[config.mk]
export PLATFORM = sky130hd
export DESIGN_NAME = note_player
export DESIGN_NICKNAME = d
export VERILOG_FILES = /design/src/rtl/note_player.sv
export SDC_FILE = /design/constraint.sdc
export NUM_CORES = 1
export LEC_CHECK = 0
export ABC_CLOCK_PERIOD_IN_PS = 3000
export CORE_MARGIN = 2
export CORE_UTILIZATION = 40
export DETAILED_ROUTE_END_ITERATION = 7
export PLACE_DENSITY_LB_ADDON = 0.08
export SLEW_MARGIN = 10
export SYNTH_ARGS = -nofsm -noshare
export SYNTH_HDL_FRONTEND = slang
export SYNTH_SLANG_ARGS = --single-unit
export TNS_END_PERCENT = 5
[constraint.sdc]
create_clock -name clk -period 3 [get_ports clk]
set_input_delay 0.45 -clock clk [delete_from_list [all_inputs] [get_ports clk]]
set_output_delay 0.45 -clock clk [all_outputs]
set_load 0.01 [all_outputs]
[src/rtl/note_player.sv]
// note_player: buffers {half-period, duration} note commands in a small FIFO
// and plays them back-to-back as a square wave on the speaker pin.
// A half-period of 0 plays a rest, and a duration of 0 skips the note.
//
// state | meaning
// IDLE  | nothing to play, waiting for the FIFO to become non-empty
// LOAD  | one cycle: pop head note, clear counters, speaker low
// PLAY  | tone counter toggles speaker, ms prescaler times the note
module note_player #(
    parameter int TICK_DIV   = 50000,
    parameter int FIFO_DEPTH = 4,
    parameter int PERIOD_W   = 20,
    parameter int DUR_W      = 16
) (
    input  logic                clk,
    input  logic                rst_n,
    input  logic                note_valid,
    output logic                note_ready,
    input  logic [PERIOD_W-1:0] note_half_period,
    input  logic [DUR_W-1:0]    note_dur_ms,
    output logic                speaker,
    output logic                busy,
    output logic                note_done
);

    localparam int PTR_W = (FIFO_DEPTH > 1) ? $clog2(FIFO_DEPTH) : 1;
    localparam int CNT_W = PTR_W + 1;
    localparam int PRE_W = (TICK_DIV > 1) ? $clog2(TICK_DIV) : 1;

    typedef enum logic [1:0] {
        S_IDLE,
        S_LOAD,
        S_PLAY
    } state_t;

    state_t r_state;
    state_t w_next;

    logic [PERIOD_W-1:0] r_fifo_hp  [FIFO_DEPTH];
    logic [DUR_W-1:0]    r_fifo_dur [FIFO_DEPTH];
    logic [PTR_W-1:0]    r_wr_ptr;
    logic [PTR_W-1:0]    r_rd_ptr;
    logic [CNT_W-1:0]    r_count;

    logic [PERIOD_W-1:0] r_hp;
    logic [PERIOD_W-1:0] r_tone;
    logic [DUR_W-1:0]    r_dur;
    logic [DUR_W-1:0]    r_ms;
    logic [PRE_W-1:0]    r_pre;
    logic                r_speaker;

    logic                w_full;
    logic                w_empty;
    logic                w_push;
    logic                w_pop;
    logic                w_done;
    logic [PERIOD_W-1:0] w_head_hp;
    logic [DUR_W-1:0]    w_head_dur;
    logic                w_tick;
    logic                w_end;
    logic                w_tone_wrap;

    assign w_full      = (r_count == CNT_W'(FIFO_DEPTH));
    assign w_empty     = (r_count == '0);
    assign w_push      = note_valid && !w_full;
    assign w_head_hp   = r_fifo_hp[r_rd_ptr];
    assign w_head_dur  = r_fifo_dur[r_rd_ptr];
    assign w_tick      = (r_pre == PRE_W'(TICK_DIV - 1));
    // Duration compares against the captured value, so the ms counter never wraps.
    assign w_end       = (r_state == S_PLAY) && w_tick && (r_ms == (r_dur - DUR_W'(1)));
    assign w_tone_wrap = (r_hp != '0) && (r_tone == (r_hp - PERIOD_W'(1)));

    // FIFO storage: written on accepted pushes only, no reset needed.
    always_ff @(posedge clk) begin
        if (w_push) begin
            r_fifo_hp[r_wr_ptr]  <= note_half_period;
            r_fifo_dur[r_wr_ptr] <= note_dur_ms;
        end
    end

    // FIFO pointers and occupancy; a pop and a push in one cycle leave the count unchanged.
    always_ff @(posedge clk or negedge rst_n) begin
        if (!rst_n) begin
            r_wr_ptr <= '0;
            r_rd_ptr <= '0;
            r_count  <= '0;
        end else begin
            if (w_push) begin
                r_wr_ptr <= r_wr_ptr + PTR_W'(1);
            end
            if (w_pop) begin
                r_rd_ptr <= r_rd_ptr + PTR_W'(1);
            end
            if (w_push && !w_pop) begin
                r_count <= r_count + CNT_W'(1);
            end else if (w_pop && !w_push) begin
                r_count <= r_count - CNT_W'(1);
            end
        end
    end

    // FSM state register.
    always_ff @(posedge clk or negedge rst_n) begin
        if (!rst_n) begin
            r_state <= S_IDLE;
        end else begin
            r_state <= w_next;
        end
    end

    // FSM next-state logic.
    always_comb begin
        w_next = r_state;
        case (r_state)
            S_IDLE: begin
                if (!w_empty) begin
                    w_next = S_LOAD;
                end
            end
            S_LOAD: begin
                // A skipped note chains straight into the next LOAD if more are queued.
                if (w_head_dur == '0) begin
                    w_next = (r_count > CNT_W'(1)) ? S_LOAD : S_IDLE;
                end else begin
                    w_next = S_PLAY;
                end
            end
            S_PLAY: begin
                if (w_end) begin
                    w_next = w_empty ? S_IDLE : S_LOAD;
                end
            end
            default: w_next = S_IDLE;
        endcase
    end

    // FSM outputs: pop in LOAD, note_done on skip or at the last PLAY cycle.
    always_comb begin
        w_pop  = 1'b0;
        w_done = 1'b0;
        case (r_state)
            S_LOAD: begin
                w_pop  = 1'b1;
                w_done = (w_head_dur == '0);
            end
            S_PLAY: begin
                w_done = w_end;
            end
            default: begin
                w_pop  = 1'b0;
                w_done = 1'b0;
            end
        endcase
    end

    // Tone, prescaler and ms counters plus the speaker flop.
    always_ff @(posedge clk or negedge rst_n) begin
        if (!rst_n) begin
            r_hp      <= '0;
            r_dur     <= '0;
            r_tone    <= '0;
            r_pre     <= '0;
            r_ms      <= '0;
            r_speaker <= 1'b0;
        end else begin
            case (r_state)
                S_LOAD: begin
                    r_hp      <= w_head_hp;
                    r_dur     <= w_head_dur;
                    r_tone    <= '0;
                    r_pre     <= '0;
                    r_ms      <= '0;
                    r_speaker <= 1'b0;
                end
                S_PLAY: begin
                    if (w_end) begin
                        r_speaker <= 1'b0;
                    end else begin
                        if (w_tone_wrap) begin
                            r_tone    <= '0;
                            r_speaker <= ~r_speaker;
                        end else if (r_hp != '0) begin
                            r_tone <= r_tone + PERIOD_W'(1);
                        end
                        if (w_tick) begin
                            r_pre <= '0;
                            r_ms  <= r_ms + DUR_W'(1);
                        end else begin
                            r_pre <= r_pre + PRE_W'(1);
                        end
                    end
                end
                default: begin
                    r_speaker <= 1'b0;
                end
            endcase
        end
    end

    assign note_ready = !w_full;
    assign speaker    = r_speaker;
    assign busy       = (r_state != S_IDLE) || !w_empty;
    assign note_done  = w_done;

endmodule

==> run summary <==
The flow ran to the end, but the final reports show violations. The checks that failed: negative setup slack. The sum of overflow across all layers after global routing is 0. 43 I/O pins were placed. The first routing iteration left 500 violations.

The most common cell in the synthesized netlist is sky130_fd_sc_hd__edfxtp_1. The gate count of the mapped netlist came out at 867. Setup slack on the critical path of the routed design comes to -1.00 ns. The required time reported for the critical path endpoint is 2.55 ns. The first-pass GRT wire length is 42100 µm. The total track usage is 17.4%.

The post-route minimum period came out at 4.00 ns. The sequential fraction of design power came out at 36.3%. The initial antenna violation count is 0.

The final worst clock skew came out at 0.0411 ns. The arrival time of data at the critical path endpoint is 3.55 ns. The number of nets with antenna violations after detailed routing is 0. The die area is 29900 µm². After synthesis, the share of flip-flops with an asynchronous set or reset is 40.5%. The largest driver fanout on the critical path came out at 3. The internal power component came out at 8.72 mW. The ratio of final minimum period to clock period is 133%. The total number of vias is 7550. The number of maximum-capacitance violations is 0. Headroom to the max-slew limit came out at 55.7%. After detailed routing, the total wire length is 25700 µm.

Setup violations remaining at the end of the flow were counted as 56. The via count of the first global-routing pass came out at 7926. The total standard cell area after synthesis came out at 11400 µm². The count of unique library cells instantiated by Yosys is 74. The leakage component of the power came out at 5.37 nW. The final count of hold timing violations is 0. The count of H-tree levels built during CTS is 1. Once detailed placement completed, the half-perimeter wirelength came to 17400 µm. The net switching power of the design came out at 4.34 mW. After detailed routing, the number of vias per cell comes to 5.31. The power share of the clock group is 25.1%. In this run, the combinational gates consume 38.6% of the power.

The portion of synthesized cell area occupied by the leading cell type is 37.9%. Static timing analysis puts the maximum clock frequency at 250 MHz. The post-layout net count came out at 1081. At the pin with the least slew margin, the transition time is 0.664 ns. In this run switching power makes up 33.2% of total power. The pre-antenna-repair detailed-routing pass consisted of 5 iterations. The die extent in x is 173 µm. The largest voltage drop on the vdd net came out at 0.532 mV. The end-of-flow core utilization came out at 50.9%. The clock tree root buffer cell is sky130_fd_sc_hd__clkbuf_16. Clock-pin slew was measured on the worst setup and hold paths at 0.06 ns.

Setup repair after global routing could not meet its margin everywhere. The tree built by TritonCTS fans out to 242 sinks. The synthesized net count came out at 925.

The remaining routing DRC violations is 0. The setup TNS came out at -34.43 ns. Each instance of the synthesized netlist takes up on average 13.2 µm². The height of the die is 173 µm.

The post-place setup slack is -0.896 ns. The count of antenna diodes in the layout came out at 0. The share of layout cells above drive strength 1 came out at 26.0%. The initial core utilization is 40.9%. By count the netlist is led by sky130_fd_sc_hd__edfxtp_1, sky130_fd_sc_hd__dfrtp_1, sky130_fd_sc_hd__nand2_1. The later pin in the worst-skew pair is clocked with a latency of 0.57 ns. The clock buffer count from CTS is 28. The placeable core area came out at 27900 µm². The CTS tree is built. The number of synthesis warnings is 0. The number of storage elements in the synthesis netlist is 242. The row count came out at 61.

The synthesized design contains 144 enable-type register cells. The library cell occupying the most area in the post-synthesis netlist is sky130_fd_sc_hd__edfxtp_1. The critical path is of the flip-flop to output port type.

The congestion estimate from routability-driven global placement came to 0.829. For this design the ratio of total power to cell area is 917 nW/µm². By area the synthesized netlist is led by sky130_fd_sc_hd__edfxtp_1, sky130_fd_sc_hd__dfrtp_1, sky130_fd_sc_hd__mux4_2.

The total power came out at 13.1 mW. The sequential element share of the synthesized area came out at 59.3%. Counting along the longest clock path gives a buffer depth of 3.

The count of input and output buffers came out at 42. For this run, the leading register cell type out of synthesis is sky130_fd_sc_hd__edfxtp_1. The path category of the worst min-delay check is primary input to asynchronous set/reset pin.

Entering global routing, the biggest net connects 52 pins. The final number of max-transition violations is 0. STA classifies the critical path startpoint as a flip-flop.

The signed area change from the synthesized netlist to the final layout is 24.6%. The worst setup path is captured at an output port. The final routed wire length divided by cell count is 18.0 µm.
==> area by class of cell <==
class,instances,area [µm²]
clock buffer,40,756
fill,2441,13700
multi-input combinational,556,4540
sequential,242,6780
tap,378,473
clock inverter,12,139
timing repair buffer,164,1430
inverter,31,116
==> cells by family (layout without fill, tap and decap cells) <==
| family | after synthesis | after routing | share of synthesized area, % |
|---|---|---|---|
| flops | 242 | 242 | 59.3 |
| buf+inv | 69 | 247 | 2.42 |
| fa+ha+maj | 19 | 19 | 2.08 |
| simple gates | 280 | 280 | 13.5 |
| compound gates | 121 | 121 | 6.90 |
| mux | 77 | 77 | 11.1 |
| xor+xnor | 59 | 59 | 4.64 |
==> cells in the final DEF (no fill, tap or decap), drive strengths merged, types with 30 or more instances in the layout <==
cell,instances
nand3,36
buf,123
mux4,36
dfrtp,98
edfxtp,144
xor2,30
clkbuf,40
o21ai,35
clkdlybuf4s50,40
nand2,65
inv,31
nor2,43
mux2,34
==> power by group through the flow <==
stage / logic, mW / clock network (mW) / registers [mW]
final: 5.04 / 3.28 / 4.74
after global routing: 5.50 / 3.53 / 4.82
after CTS: 5.02 / 3.39 / 4.74
after detailed placement: 4.78 / 0 / 4.80
after global placement: 4.66 / 0 / 4.75
after floorplan: 2.98 / 0 / 4.73
==> worst max-delay path: stages (launching register included) <==
cell and delay, ns:
sky130_fd_sc_hd__dfrtp_1 0.39, sky130_fd_sc_hd__inv_2 0.08, sky130_fd_sc_hd__ha_4 0.13, sky130_fd_sc_hd__or4b_4 0.47
sky130_fd_sc_hd__buf_6 0.14, sky130_fd_sc_hd__nor4_4 0.33, sky130_fd_sc_hd__xnor2_1 0.19, sky130_fd_sc_hd__mux2i_2 0.11
sky130_fd_sc_hd__or4_4 0.50, sky130_fd_sc_hd__nor4b_4 0.28, sky130_fd_sc_hd__a21oi_2 0.06, sky130_fd_sc_hd__nor2b_1 0.14
sky130_fd_sc_hd__buf_2 0.15
==> path summary, 6_finish.rpt <==
kind | end | slack [ns] | cells past startpoint | startpoint
min in group clk | r_fifo_hp[2][11] | 0.51 | 1 | note_half_period[11]
min | r_ms[15] | 0.49 | 2 | rst_n
min reg2reg | r_pre[1] | 0.51 | 2 | r_pre[1]
max | note_done | -1.00 | 12 | r_dur[0]
max in group asynchronous | r_hp[3] | 1.77 | 3 | rst_n
max reg2reg | r_state[1] | -0.84 | 19 | r_dur[0]
==> flip-flops by register name (all words and copies together) (netlist names) <==
register,cells
r_count,3
r_dur,16
r_fifo_dur,64
r_fifo_hp,80
r_hp,20
r_ms,16
r_pre,16
r_rd_ptr,2
r_state,2
r_tone,20
r_wr_ptr,2
speaker,1
==> stage by stage <==
stage | cells | hold slack (ns) | cell area, µm²
after CTS | 1418 | 0.485 | 14100
after global routing | 1423 | 0.498 | 14200
after floorplan | 867 | 0.154 | 11500
after global placement | 1354 | 0.491 | 13100
final | 1423 | 0.492 | 14200
after detailed placement | 1354 | 0.503 | 13100
==> metal layers <==
layer  vias up  global-route usage, %  wire [µm]
li1       3613                      -          -
met1      3793                   23.7      11900
met2       106                   29.3      12300
met3        38                   2.37        820
met4         0                   4.41        591
met5         -                      0          0
==> what timing repair did <==
item | CTS | global route
gates resized for setup | 23 | 10
pin swaps | 26 | 7
buffers inserted | 19 | 5
hold buffers | 1 | 0
setup endpoints to repair | 56 | 56
endpoints found under the hold margin | 47 | 0
No activity file was read; power rests on OpenSTA's default activity.
